`config.mk`:
```
export PLATFORM = sky130hd
export DESIGN_NAME = bird_mem_arbiter
export DESIGN_NICKNAME = d
export VERILOG_FILES = /design/src/rtl/bird_bus_pkg.sv /design/src/rtl/bird_rr_pick.sv /design/src/rtl/bird_mem_arbiter.sv
export SDC_FILE = /design/constraint.sdc
export NUM_CORES = 1
export LEC_CHECK = 0
export CORE_ASPECT_RATIO = 0.5
export CORE_UTILIZATION = 36
export CTS_CLUSTER_DIAMETER = 200
export CTS_CLUSTER_SIZE = 16
export DETAILED_ROUTE_END_ITERATION = 10
export HOLD_SLACK_MARGIN = 0.15
export PLACE_DENSITY = 0.8
export SYNTH_ARGS = -nofsm -noshare
export SYNTH_HDL_FRONTEND = slang
export SYNTH_SLANG_ARGS = --single-unit
```
`constraint.sdc`:
```
create_clock -name clk -period 2 [get_ports clk]
set_input_delay 0.4 -clock clk [delete_from_list [all_inputs] [get_ports clk]]
set_output_delay 0.4 -clock clk [all_outputs]
set_load 0.05 [all_outputs]
```
`src/rtl/bird_bus_pkg.sv`:
```
// Shared bus definitions for the bird CPU memory subsystem: FSM state
// encoding and default RAM geometry used by bird and the I/O blocks.
package bird_bus_pkg;

  localparam int unsigned BIRD_ADDR_W = 12;
  localparam int unsigned BIRD_DATA_W = 16;

  localparam logic [1:0] ST_IDLE_ENC = 2'd0;
  localparam logic [1:0] ST_ADDR_ENC = 2'd1;
  localparam logic [1:0] ST_DATA_ENC = 2'd2;

  typedef enum logic [1:0] {
    ST_IDLE = ST_IDLE_ENC,
    ST_ADDR = ST_ADDR_ENC,
    ST_DATA = ST_DATA_ENC
  } bird_state_e;

endpackage

```
`src/rtl/bird_rr_pick.sv`:
```
// Two-way round-robin picker: among masked requests, a tie goes to the
// master that was not served last.
module bird_rr_pick (
  input  logic [1:0] req_i,
  input  logic       last_i,
  input  logic [1:0] mask_i,
  output logic       gnt_c_o,
  output logic       valid_c_o
);

  logic [1:0] elig;

  always_comb begin
    elig      = req_i & mask_i;
    valid_c_o = |elig;
    gnt_c_o   = 1'b0;
    case (elig)
      2'b10:   gnt_c_o = 1'b1;
      2'b11:   gnt_c_o = ~last_i;
      default: gnt_c_o = 1'b0;
    endcase
  end

endmodule

```
`src/rtl/bird_mem_arbiter.sv`:
```
// Two-master arbiter for the bird single-port RAM. One access per grant,
// sequenced IDLE -> ADDR -> DATA, with round-robin and bounded locking.
module bird_mem_arbiter
  import bird_bus_pkg::*;
#(
  parameter int unsigned ADDR_W   = BIRD_ADDR_W,
  parameter int unsigned DATA_W   = BIRD_DATA_W,
  parameter int unsigned MAX_LOCK = 4
) (
  input  logic              clk,
  input  logic              rst,
  input  logic              m0_req,
  input  logic              m0_lock,
  input  logic              m0_we,
  input  logic [ADDR_W-1:0] m0_addr,
  input  logic [DATA_W-1:0] m0_wdata,
  output logic              m0_ack,
  output logic [DATA_W-1:0] m0_rdata,
  input  logic              m1_req,
  input  logic              m1_lock,
  input  logic              m1_we,
  input  logic [ADDR_W-1:0] m1_addr,
  input  logic [DATA_W-1:0] m1_wdata,
  output logic              m1_ack,
  output logic [DATA_W-1:0] m1_rdata,
  output logic [ADDR_W-1:0] mem_addr,
  output logic [DATA_W-1:0] mem_wdata,
  output logic              mem_we,
  input  logic [DATA_W-1:0] mem_rdata,
  output logic              owner
);

  localparam int unsigned CNT_W = (MAX_LOCK > 1) ? $clog2(MAX_LOCK) : 1;

  bird_state_e       state_q, state_d;
  logic              owner_q, owner_d;
  logic              last_q, last_d;
  logic              locked_q, locked_d;
  logic [CNT_W-1:0]  lock_cnt_q, lock_cnt_d;
  logic              we_cap_q, we_cap_d;
  logic [ADDR_W-1:0] mem_addr_q, mem_addr_d;
  logic [DATA_W-1:0] mem_wdata_q, mem_wdata_d;
  logic              mem_we_q, mem_we_d;
  logic              ack_q, ack_d;

  logic       owner_req;
  logic       owner_lock;
  logic [1:0] mask;
  logic       pick_gnt;
  logic       pick_valid;

  // While locked only the owner may win; a locked owner that stops
  // requesting releases the lock and normal arbitration applies.
  always_comb begin
    owner_req  = owner_q ? m1_req  : m0_req;
    owner_lock = owner_q ? m1_lock : m0_lock;
    mask       = 2'b11;
    if (locked_q && owner_req) begin
      mask = owner_q ? 2'b10 : 2'b01;
    end
  end

  bird_rr_pick u_pick (
    .req_i     ({m1_req, m0_req}),
    .last_i    (last_q),
    .mask_i    (mask),
    .gnt_c_o   (pick_gnt),
    .valid_c_o (pick_valid)
  );

  always_comb begin
    state_d     = state_q;
    owner_d     = owner_q;
    last_d      = last_q;
    locked_d    = locked_q;
    lock_cnt_d  = lock_cnt_q;
    we_cap_d    = we_cap_q;
    mem_addr_d  = mem_addr_q;
    mem_wdata_d = mem_wdata_q;
    mem_we_d    = 1'b0;
    ack_d       = 1'b0;

    case (state_q)
      ST_IDLE: begin
        if (locked_q && !owner_req) begin
          locked_d   = 1'b0;
          lock_cnt_d = '0;
        end
        if (pick_valid) begin
          owner_d     = pick_gnt;
          last_d      = pick_gnt;
          we_cap_d    = pick_gnt ? m1_we    : m0_we;
          mem_addr_d  = pick_gnt ? m1_addr  : m0_addr;
          mem_wdata_d = pick_gnt ? m1_wdata : m0_wdata;
          mem_we_d    = pick_gnt ? m1_we    : m0_we;
          state_d     = ST_ADDR;
        end
      end
      ST_ADDR: begin
        ack_d   = 1'b1;
        state_d = ST_DATA;
      end
      ST_DATA: begin
        if (owner_lock && (lock_cnt_q < CNT_W'(MAX_LOCK - 1))) begin
          locked_d   = 1'b1;
          lock_cnt_d = lock_cnt_q + CNT_W'(1);
        end else begin
          locked_d   = 1'b0;
          lock_cnt_d = '0;
        end
        state_d = ST_IDLE;
      end
      default: state_d = ST_IDLE;
    endcase
  end

  always_ff @(posedge clk) begin
    if (rst) begin
      state_q     <= ST_IDLE;
      owner_q     <= 1'b0;
      last_q      <= 1'b1;
      locked_q    <= 1'b0;
      lock_cnt_q  <= '0;
      we_cap_q    <= 1'b0;
      mem_addr_q  <= '0;
      mem_wdata_q <= '0;
      mem_we_q    <= 1'b0;
      ack_q       <= 1'b0;
    end else begin
      state_q     <= state_d;
      owner_q     <= owner_d;
      last_q      <= last_d;
      locked_q    <= locked_d;
      lock_cnt_q  <= lock_cnt_d;
      we_cap_q    <= we_cap_d;
      mem_addr_q  <= mem_addr_d;
      mem_wdata_q <= mem_wdata_d;
      mem_we_q    <= mem_we_d;
      ack_q       <= ack_d;
    end
  end

  // Read data passes straight from the RAM during the owner's ack cycle.
  assign m0_ack    = ack_q & ~owner_q;
  assign m1_ack    = ack_q &  owner_q;
  assign m0_rdata  = (m0_ack && !we_cap_q) ? mem_rdata : '0;
  assign m1_rdata  = (m1_ack && !we_cap_q) ? mem_rdata : '0;
  assign mem_addr  = mem_addr_q;
  assign mem_wdata = mem_wdata_q;
  assign mem_we    = mem_we_q;
  assign owner     = owner_q;

endmodule
```
==> impl_metrics.yaml <==
sta:
  finalHoldViolCount: 0
  rsz0062_at_grt: "no"
  fin_skew_ns: 0.00417
  report.final.setup_viol: 0
  max_freq_mhz: 517
  finalMaxSlewViolations: 0
  worstMarginPinSlew_ns: 0.530
  finalCriticalPeriod_ns: 1.93
  hold-worst-slack_ns: 0.483
  setup_tns_ns: 0
  slew_headroom: 0.645
  post-route-period-util: 0.967
clock_network:
  clock-root-buffer: "clkbuf_16"
  cts-hold-fix-buffers: 0
  clkSinkCount: 38
  cts_buffer_depth: 2
  cts_made_buffers: 5
  cts_setup_buffers: 0
  cts_tree: "yes"
  cts_resized: 0
  clk_latency_ns: 0.28
  h-tree-depth: 2
  clk_pin_slew_ns: 0.05
critical_path:
  cp_slowest_cell: "clkdlybuf4s50_1"
  cp_slowest_stage_delay_ns: 0.53
  timing_worst_setup_path_type: "input port to register"
  critPathMaxFanout: 14
  worstPathCellList: "clkdlybuf4s50_1 -> or3b_2 -> buf_4 -> a311oi_1 -> a2111oi_0"
  crit_buf_inv: 2
  reg2reg_slack_ns: 0.21
  cp_top_family: "buffers and inverters"
  cp.arrival_ns: 2.09
  start_kind: "input port"
  cp-end-kind: "register"
  critPathRequiredTime_ns: 2.15
synthesis:
  ys_top_cells_by_count: "38 x dfxtp_1, 33 x and2_1, 32 x a21oi_1, 32 x inv_1, 28 x a311oi_1"
  ys_types: 33
  syn-cell-area_um2: 2210
  ys_seq_area_frac: 0.344
  synth.most_common_cell: "dfxtp_1"
  synth_enable_flop_cells: 0
  syn_avg_cell_area_um2: 8.44
  synth_fp_nets: 343
  synth_seq_cells: 38
  synthFlopType: "dfxtp_1"
  yosysTopAreaCellShare: 0.344
  yosysWarnings: 0
  syn_inst: 262
  synthTopCellsByArea: "dfxtp_1 34%, a311oi_1 11%, and2_1 9.3%"
  async_flop_share: 0
  yosys.area.top_type: "dfxtp_1"
worst_hold_path:
  hold_class: "register to register"
route:
  drtIter0Drc: 165
  drc: 0
  wl_per_cell_um: 16.7
  ant_nets: 0
  first_pass_iters: 4
  vias: 2612
  vias_per_cell: 5.52
  finalWirelength_um: 7920
power:
  ir_worst_vdd_mv: 0.410
  power_mw: 2.83
  leakagePower_nw: 1.68
  power_density_nw_per_um2: 658
job:
  drv_cap: 0
cells_and_area:
  antenna_cells: 0
  fin_cells: 473
  nNetsFinal: 480
  fill_cells: 403
  drive_above_1_share: 0.240
  area_growth_pct: 94.7
placement:
  portBuffers: 143
  place_hpwl_um: 5970
  finalWeightedCongestion: 0.773
  placed_cells: 465
outcome:
  outcome: "completed"
global_routing:
  grt_pass1_vias: 2592
  grt_overflow: 0
  antenna_found_initial: 0
  grt.total_usage: 0.248
  grt_pass1_wl_um: 12800
  grt_start_max_net_pins: 42
die:
  core_um2: 5710
  initial_core_util: 0.387
  dieArea_um2: 6480
  io_pins: 144
  die_h_um: 57.4
  core.rowCount: 19
  die_x_um: 113
-- through the flow --
stage / utilization / setup slack, ns / cell area [um2]
floorplan: - / 0.000723 / 2240
global placement: 0.722 / -0.0857 / 4120
detailed placement: 0.722 / -0.162 / 4120
CTS: 0.751 / 0.0124 / 4290
global route: 0.755 / 0.00191 / 4310
finish: 0.755 / 0.0651 / 4310
-- path summary, 6_finish.rpt --
kind,cells past startpoint,from,endpoint
setup / recovery,5,m0_req,mem_wdata[8]$_SDFFE_PP0P_
hold / removal,1,lock_cnt_q[0]$_SDFFE_PP0P_,lock_cnt_q[0]$_SDFFE_PP0P_
setup reg to reg,4,locked_q$_SDFFE_PP0P_,mem_wdata[3]$_SDFFE_PP0P_
hold reg to reg,1,lock_cnt_q[0]$_SDFFE_PP0P_,lock_cnt_q[0]$_SDFFE_PP0P_
-- cells in the final DEF, fill, tap and decap left out, types with 2 or more instances in the layout --
cell             count
nor3b_1              5
dfxtp_1             37
and2_2              20
nand2b_1             5
a2111oi_2            4
inv_1               32
nand4b_1             2
nand2_1              3
buf_4               17
o22ai_1              2
clkdlybuf4s50_1    108
buf_12              37
o31ai_1              2
nor2_1               3
clkbuf_16            5
and2_1              13
a2111oi_1            7
mux2_2               2
a311oi_2             3
a311oi_1            26
a21oi_1             32
a2111oi_0           18
clkinv_2             2
-- final cells by class --
| cell class | count | area (um2) | share of cell area |
|---|---|---|---|
| repair buffers | 162 | 1950 | 0.453 |
| multi-input cells | 160 | 1220 | 0.283 |
| flip-flops and latches | 38 | 762 | 0.177 |
| clock buffers | 5 | 125 | 0.0291 |
| inverters | 32 | 120 | 0.0279 |
| well taps | 73 | 91.3 | 0.0212 |
| clock inverters | 3 | 40.0 | 0.00930 |
-- report_power, final --
part,switching (mW),total [mW],internal [mW]
registers,0.0566,0.897,0.840
logic,0.587,1.05,0.463
clock network,0.302,0.885,0.583
-- flip-flops by register name (all words and copies together) (netlist names) --
signal	flops
mem_wdata	16
mem_addr	12
lock_cnt_q	2
state_q	2
ack_q	1
last_q	1
locked_q	1
mem_we	1
owner	1
we_cap_q	1
-- worst reg2reg max path: stages, from the launching register on --
cell       delay (ns)
dfxtp_1          0.45
nand2b_1         0.38
buf_4            0.29
a311oi_1         0.12
a2111oi_0        0.41
-- metal layers --
metal  global-route usage  part of all wire
met5                    0                 0
met4               0.0610             0.011
met3               0.0308             0.055
met2                0.474              0.53
met1                0.301              0.41
-- kinds of logic (layout without fill, tap and decap cells) --
group	Yosys count	after routing	share of synthesized area
flops	38	38	0.344
simple gates	57	57	0.162
mux	3	3	0.0147
compound gates	99	99	0.347
buf+inv	64	202	0.126
fa+ha+maj	1	1	0.00566
Note: power is estimated with default switching activity, not from simulation.
==> RTL edit 1 (same flow settings) <==
`mem_addr_q` and `mem_wdata_q` no longer have a reset.
--- a/src/rtl/bird_mem_arbiter.sv
+++ b/src/rtl/bird_mem_arbiter.sv
@@ -124,4 +124,2 @@
       we_cap_q    <= 1'b0;
-      mem_addr_q  <= '0;
-      mem_wdata_q <= '0;
       mem_we_q    <= 1'b0;
@@ -135,4 +133,2 @@
       we_cap_q    <= we_cap_d;
-      mem_addr_q  <= mem_addr_d;
-      mem_wdata_q <= mem_wdata_d;
       mem_we_q    <= mem_we_d;
@@ -140,2 +136,7 @@
     end
+  end
+
+  always_ff @(posedge clk) begin
+    mem_addr_q  <= mem_addr_d;
+    mem_wdata_q <= mem_wdata_d;
   end
Formal check against the unedited RTL: not equivalent (a bounded check fails within 4 cycles, from zero or initial values and one cycle with rst high).
==> RTL edit 1 against the unedited design <==
  * Worst hold slack better by 2.3 ps
  * Sequential cell count unchanged
  * Register-to-register slack improved by 100 ps
  * Clock power is 42% lower
  * Wire length down 26%
  * Cell count fell by 23%
  * Cell area fell by 10%
  * Combinational power fell by 18%
  * Core utilization grew 2.6 points
  * Sequential share of layout area is 9.2 points higher
  * Power decreased by 17%
  * Area after synthesis fell by 15%
  * Worst setup slack better by 59 ps
  * Critical endpoint is now mem_addr[10]
==> RTL edit 1: results (changes against the unedited design) <==
Yosys
  • Number of unique standard cell types used by synthesis: 26 (was 33)
  • Cell count after synthesis: 143 (was 262)
  • Top cell types by occurrence after synthesis: 33 x sky130_fd_sc_hd__and2_1, 28 x sky130_fd_sc_hd__edfxtp_1, 28 x sky130_fd_sc_hd__mux2_2 (was 38 x sky130_fd_sc_hd__dfxtp_1, 33 x sky130_fd_sc_hd__and2_1, 32 x sky130_fd_sc_hd__a21oi_1, 32 x sky130_fd_sc_hd__inv_1, 28 x sky130_fd_sc_hd__a311oi_1)
  • Post-synth EDFFs: 28 (was 0)
  • Area share of the leading cell type in the synthesized netlist: 45.0% (was 34.4%)
  • Syn_nets: 224 (was 343)
  • Commonest register cell after synthesis: sky130_fd_sc_hd__edfxtp_1 (was sky130_fd_sc_hd__dfxtp_1)
  • Register area share after synthesis: 55.7% (was 34.4%)

STA
  • Tightest Pin Transition: 563 ps (was 530 ps)
  • Worst Skew: 5.05 ps (was 4.17 ps)

Layout
  • Ratio of cells with drive above 1 in the final layout: 34.4% (was 24.0%)
  • # fillers: 331 (was 403)
  • Net count of the finished layout: 374 (was 480)

Clock tree
  • Clock transition time at the flip-flop clock pins of the worst setup and hold paths: 70 ps (was 50 ps)
  • Clock tree root buffer cell: sky130_fd_sc_hd__clkbuf_8 (was sky130_fd_sc_hd__clkbuf_16)
  • Clock latency of the later-clocked register in the worst-skew pair: 290 ps

Critical path
  • CP Max Fanout: 1 (was 14)
  • Critical Path AT: 1480 ps (was 2090 ps)
  • Highest cell delay on the worst timing path: 850 ps (was 530 ps)

Power
  • Cell internal power dissipation: 1.60 mW (was 1.89 mW)
  • Peak ir drop on the vdd network: 534 uV (was 410 uV)

Global routing
  • Number of global-route vias before repair: 1724 (was 2592)
  • Wire length of the first global-routing pass: 8860 um (was 12800 um)

Placement
  • Half-perimeter wire length of the detailed placement result: 4720 um (was 5970 um)

Routing
  • Detailed Route WL: 5820 um (was 7920 um)

Run status
  • Status: complete, no violations (unchanged)
==> RTL edit 1: what timing repair did <==
item,CTS,global route
pin swaps,0,0
setup endpoints to repair,2,1
endpoints found under the hold margin,0,0
hold buffers,0,0
buffers inserted,0,0
gates resized for setup,1,1
==> RTL edit 1: worst paths after layout <==
check,slack (ps),start,cells past startpoint,end
setup / recovery,120,mem_addr[10]$_DFFE_PP_,1,mem_addr[10]
hold / removal,490,state_q[1]$_SDFFE_PP0P_,1,ack_q$_SDFF_PP0_
setup reg to reg,310,locked_q$_SDFFE_PP0P_,4,mem_wdata[0]$_DFFE_PP_
hold reg to reg,490,state_q[1]$_SDFFE_PP0P_,1,ack_q$_SDFF_PP0_
==> RTL edit 1: layer usage <==
metal  track usage (%)  wire length [um]  vias up
li1                  -                 -      811
met1              23.6              2270      795
met2              42.0              3140       74
met3              3.57               285       15
met4              10.2               125        0
met5                 0                 0        -
==> RTL edit 1: power by group through the flow <==
stage               clock (mW)  sequential (mW)  combinational, mW
finish                   0.512            0.976              0.864
global route             0.551            0.983              0.899
CTS                      0.511            0.976              0.869
detailed placement           0            0.994              0.864
global placement             0            0.989              0.847
floorplan                    0             1.23              0.218
==> RTL edit 1: kinds of logic (layout without fill, tap and decap cells) <==
group,count (synthesis),count (layout),synth area share (%)
AOI/OAI and AO/OA,10,10,4.48
adders and majority gates,1,1,0.669
buffers and inverters,12,163,3.82
DFF,38,38,55.7
muxes,32,32,19.0
and+or+nand+nor,50,50,16.3
==> RTL edit 1: per-stage QoR <==
stage | instance area [sq um] | hold WS (ps) | setup slack (ps)
5_1_grt | 3870 | 494 | 30.8
3_5_place_dp | 3780 | 466 | -84.7
4_1_cts | 3870 | 476 | 39.6
3_3_place_gp | 3780 | 452 | -11.9
2_1_floorplan | 1900 | 437 | 170
6_report | 3870 | 486 | 124
==> RTL edit 1: final cells by class <==
cell class / count / area (sq um) / share of cell area [%]
clock buffers: 8 / 80.1 / 2.07
inverters: 5 / 18.8 / 0.485
well taps: 70 / 87.6 / 2.26
flip-flops and latches: 38 / 1040 / 26.9
repair buffers: 150 / 1850 / 47.9
multi-input cells: 93 / 788 / 20.4
==> RTL edit 1: worst reg2reg max path: stages (launching register included) <==
cell and delay [ps]:
sky130_fd_sc_hd__dfxtp_1 350, sky130_fd_sc_hd__or2_4 280, sky130_fd_sc_hd__a31oi_4 280, sky130_fd_sc_hd__buf_12 190, sky130_fd_sc_hd__mux2_2 340
==> RTL edit 2 (same flow settings) <==
Made on the original files. Change the parameter `MAX_LOCK` from 4 to 8.
--- a/src/rtl/bird_mem_arbiter.sv
+++ b/src/rtl/bird_mem_arbiter.sv
@@ -7,3 +7,3 @@
   parameter int unsigned DATA_W   = BIRD_DATA_W,
-  parameter int unsigned MAX_LOCK = 4
+  parameter int unsigned MAX_LOCK = 8
 ) (
Behaviour: same outputs for any inputs over 10 cycles, from zero or initial values and one cycle with rst high; that may be too few to reach the edited logic, so the function may still have changed.
==> RTL edit 2 against the unedited design <==
  * Global-route usage decreased by 1.3 points
  * Sequential power grew 2.6%
  * Power up 3.5%
  * Worst setup slack better by 59 ps
  * Cell area up 2.8%
  * First-iteration DRC count grew 4.8%
  * Area after synthesis increased by 8.5%
  * Register-to-register slack improved by 110 ps
  * Combinational power rose by 4%
  * Wire length rose by 6.7%
  * Sequential cell count grew 1
  * Cell count is 2.3% higher
  * Via count increased by 0.73%
  * Critical path type is now register to primary output
  * Highest routed layer unchanged
==> RTL edit 2: results (changes against the unedited design) <==
Run status
  • Status: complete, no violations (unchanged)

Routing
  • Number of search-and-repair iterations in the first detailed-routing pass: 4 (unchanged)
  • Number of design-rule violations left by the first detailed-router iteration: 173 (was 165)
  • Vias post-DR: 2631 (was 2612)
  • Wire length per cell: 17.4 um (was 16.7 um)

Global routing
  • Wire length of the first global-routing pass: 13100 um (was 12800 um)
  • Number of global-route vias before repair: 2501 (was 2592)
  • Combined global-route utilization of all metal layers: 23.6% (was 24.8%)
  • Antenna violations before repair: 0 (unchanged)
  • Pin count of the biggest net entering global routing: 34 (was 42)

Layout
  • Ratio of cells with drive above 1 in the final layout: 27.3% (was 24.0%)
  • Utilization after layout: 70.8% (was 75.5%)
  • Number of flip-flops under the largest register name: 16 (unchanged)
  • Net count of the finished layout: 476 (was 480)
  • # fillers: 453 (was 403)

Clock tree
  • TritonCTS buffer count: 5 (unchanged)
  • Maximum clock insertion buffer count: 2 (unchanged)
  • Setup Buffers After CTS: 0 (unchanged)
  • Clock latency of the later-clocked register in the worst-skew pair: 280 ps (about the same)

Yosys
  • Number of unique standard cell types used by synthesis: 40 (was 33)
  • Dominant cells by area after synthesis: sky130_fd_sc_hd__dfxtp_1 33%, sky130_fd_sc_hd__and2_1 8.6%, sky130_fd_sc_hd__a2111oi_2 7.5% (was sky130_fd_sc_hd__dfxtp_1 34%, sky130_fd_sc_hd__a311oi_1 11%, sky130_fd_sc_hd__and2_1 9.3%)
  • Syn_nets: 344 (was 343)
  • Register area share after synthesis: 32.5% (was 34.4%)
  • Number of warnings reported in the yosys synthesis log: 0 (unchanged)
  • Top cell types by occurrence after synthesis: 39 x sky130_fd_sc_hd__dfxtp_1, 33 x sky130_fd_sc_hd__and2_1, 33 x sky130_fd_sc_hd__inv_1 (was 38 x sky130_fd_sc_hd__dfxtp_1, 33 x sky130_fd_sc_hd__and2_1, 32 x sky130_fd_sc_hd__a21oi_1, 32 x sky130_fd_sc_hd__inv_1, 28 x sky130_fd_sc_hd__a311oi_1)
  • Post-synth ARST share: 0% (unchanged)

Critical path
  • CP Max Fanout: 16 (was 14)
  • Critical Path AT: 1480 ps (was 2090 ps)
  • Slowest-stage cell, CP: sky130_fd_sc_hd__dfxtp_2 (was sky130_fd_sc_hd__clkdlybuf4s50_1)
  • Highest cell delay on the worst timing path: 450 ps (was 530 ps)

STA
  • Worst Skew: 5.01 ps (was 4.17 ps)
  • Tightest Pin Transition: 537 ps (was 530 ps)
  • Final count of negative-setup-slack endpoints: 0 (unchanged)

Placement
  • Buffers on Ports: 143 (unchanged)
  • Half-perimeter wire length of the detailed placement result: 6550 um (was 5970 um)
  • Final Wtd Congestion: 0.832 (was 0.773)

Power
  • Peak ir drop on the vdd network: 412 uV (was 410 uV)
  • P_leak: 1.70 nW (was 1.68 nW)

Hold path
  • Worst min-delay path category: register to register (unchanged)
## RTL edit 2: cell types whose count changed after synthesis, moves of 3 or more
cell / unedited run / this run
sky130_fd_sc_hd__clkbuf_1: 20 / 17
sky130_fd_sc_hd__nand2b_1: 5 / 2
sky130_fd_sc_hd__a2111oi_0: 19 / 0
sky130_fd_sc_hd__a2111oi_1: 7 / 17
sky130_fd_sc_hd__nor3b_1: 5 / 2
sky130_fd_sc_hd__a311oi_1: 28 / 20
sky130_fd_sc_hd__nand2_1: 3 / 0
sky130_fd_sc_hd__a311oi_2: 1 / 11
sky130_fd_sc_hd__a2111oi_2: 3 / 12
## RTL edit 2: cell type report
type / instances / share of cell area [%]
timing repair buffer: 156 / 42.4
multi-input combinational: 160 / 30.7
sequential: 39 / 17.7
clock buffer: 6 / 3.14
inverter: 33 / 2.80
tap: 88 / 2.49
clock inverter: 2 / 0.791
## RTL edit 2: cells by family (layout without fill, tap and decap cells)
family	Yosys count	in the layout	synth area share, %
compound gates	100	100	38.6
simple gates	56	56	15.2
fa+ha+maj	1	1	0.521
flops	39	39	32.5
buf+inv	64	197	11.9
mux	3	3	1.25
## RTL edit 2: stage by stage
stage | hold WS [ps] | worst slack (ps) | instances | TNS (ps) | cell area, sq um
finish | 530 | 124 | 484 | 0 | 4430
global route | 545 | 19.5 | 484 | 0 | 4430
CTS | 532 | 108 | 484 | 0 | 4430
detailed placement | 518 | -167 | 476 | -2020 | 4250
global placement | 483 | -27.4 | 476 | -88.7 | 4250
floorplan | 469 | -1.02 | 263 | -10.2 | 2420
## RTL edit 2: final timing paths
path	from	to	slack [ps]	cells after the start
worst max-delay path	owner$_SDFFE_PP0P_	m1_rdata[0]	120	3
worst min-delay path	mem_wdata[4]$_SDFFE_PP0P_	mem_wdata[4]$_SDFFE_PP0P_	530	2
worst max register to register	locked_q$_SDFFE_PP0P_	mem_wdata[9]$_SDFFE_PP0P_	320	3
worst min register to register	mem_wdata[4]$_SDFFE_PP0P_	mem_wdata[4]$_SDFFE_PP0P_	530	2
## RTL edit 2: power by group
group | internal [mW] | switching, mW
combinational | 0.467 | 0.619
clock | 0.620 | 0.307
sequential | 0.861 | 0.0592
## RTL edit 2: layer usage
layer  wire length (um)  up-vias  part of all wire, %  GRT usage, %
li1                   -     1246                    -             -
met1               3720     1266                   44          29.7
met2               4190      109                   50          43.0
met3                446       10                  5.3          3.91
met4                 91        0                  1.1          6.04
met5                  0        -                    0             0
## RTL edit 2: worst max-delay path: cells and delay by family (launching register included)
| family | cells | cell delay, ps |
|---|---|---|
| AND/OR/NAND/NOR | 2 | 580 |
| flip-flops | 1 | 450 |
| buffers and inverters | 1 | 150 |
## RTL edit 2: timing repair
item,4_1_cts,5_1_grt
hold buffers,0,0
gates resized for setup,1,0
setup endpoints to repair,16,0
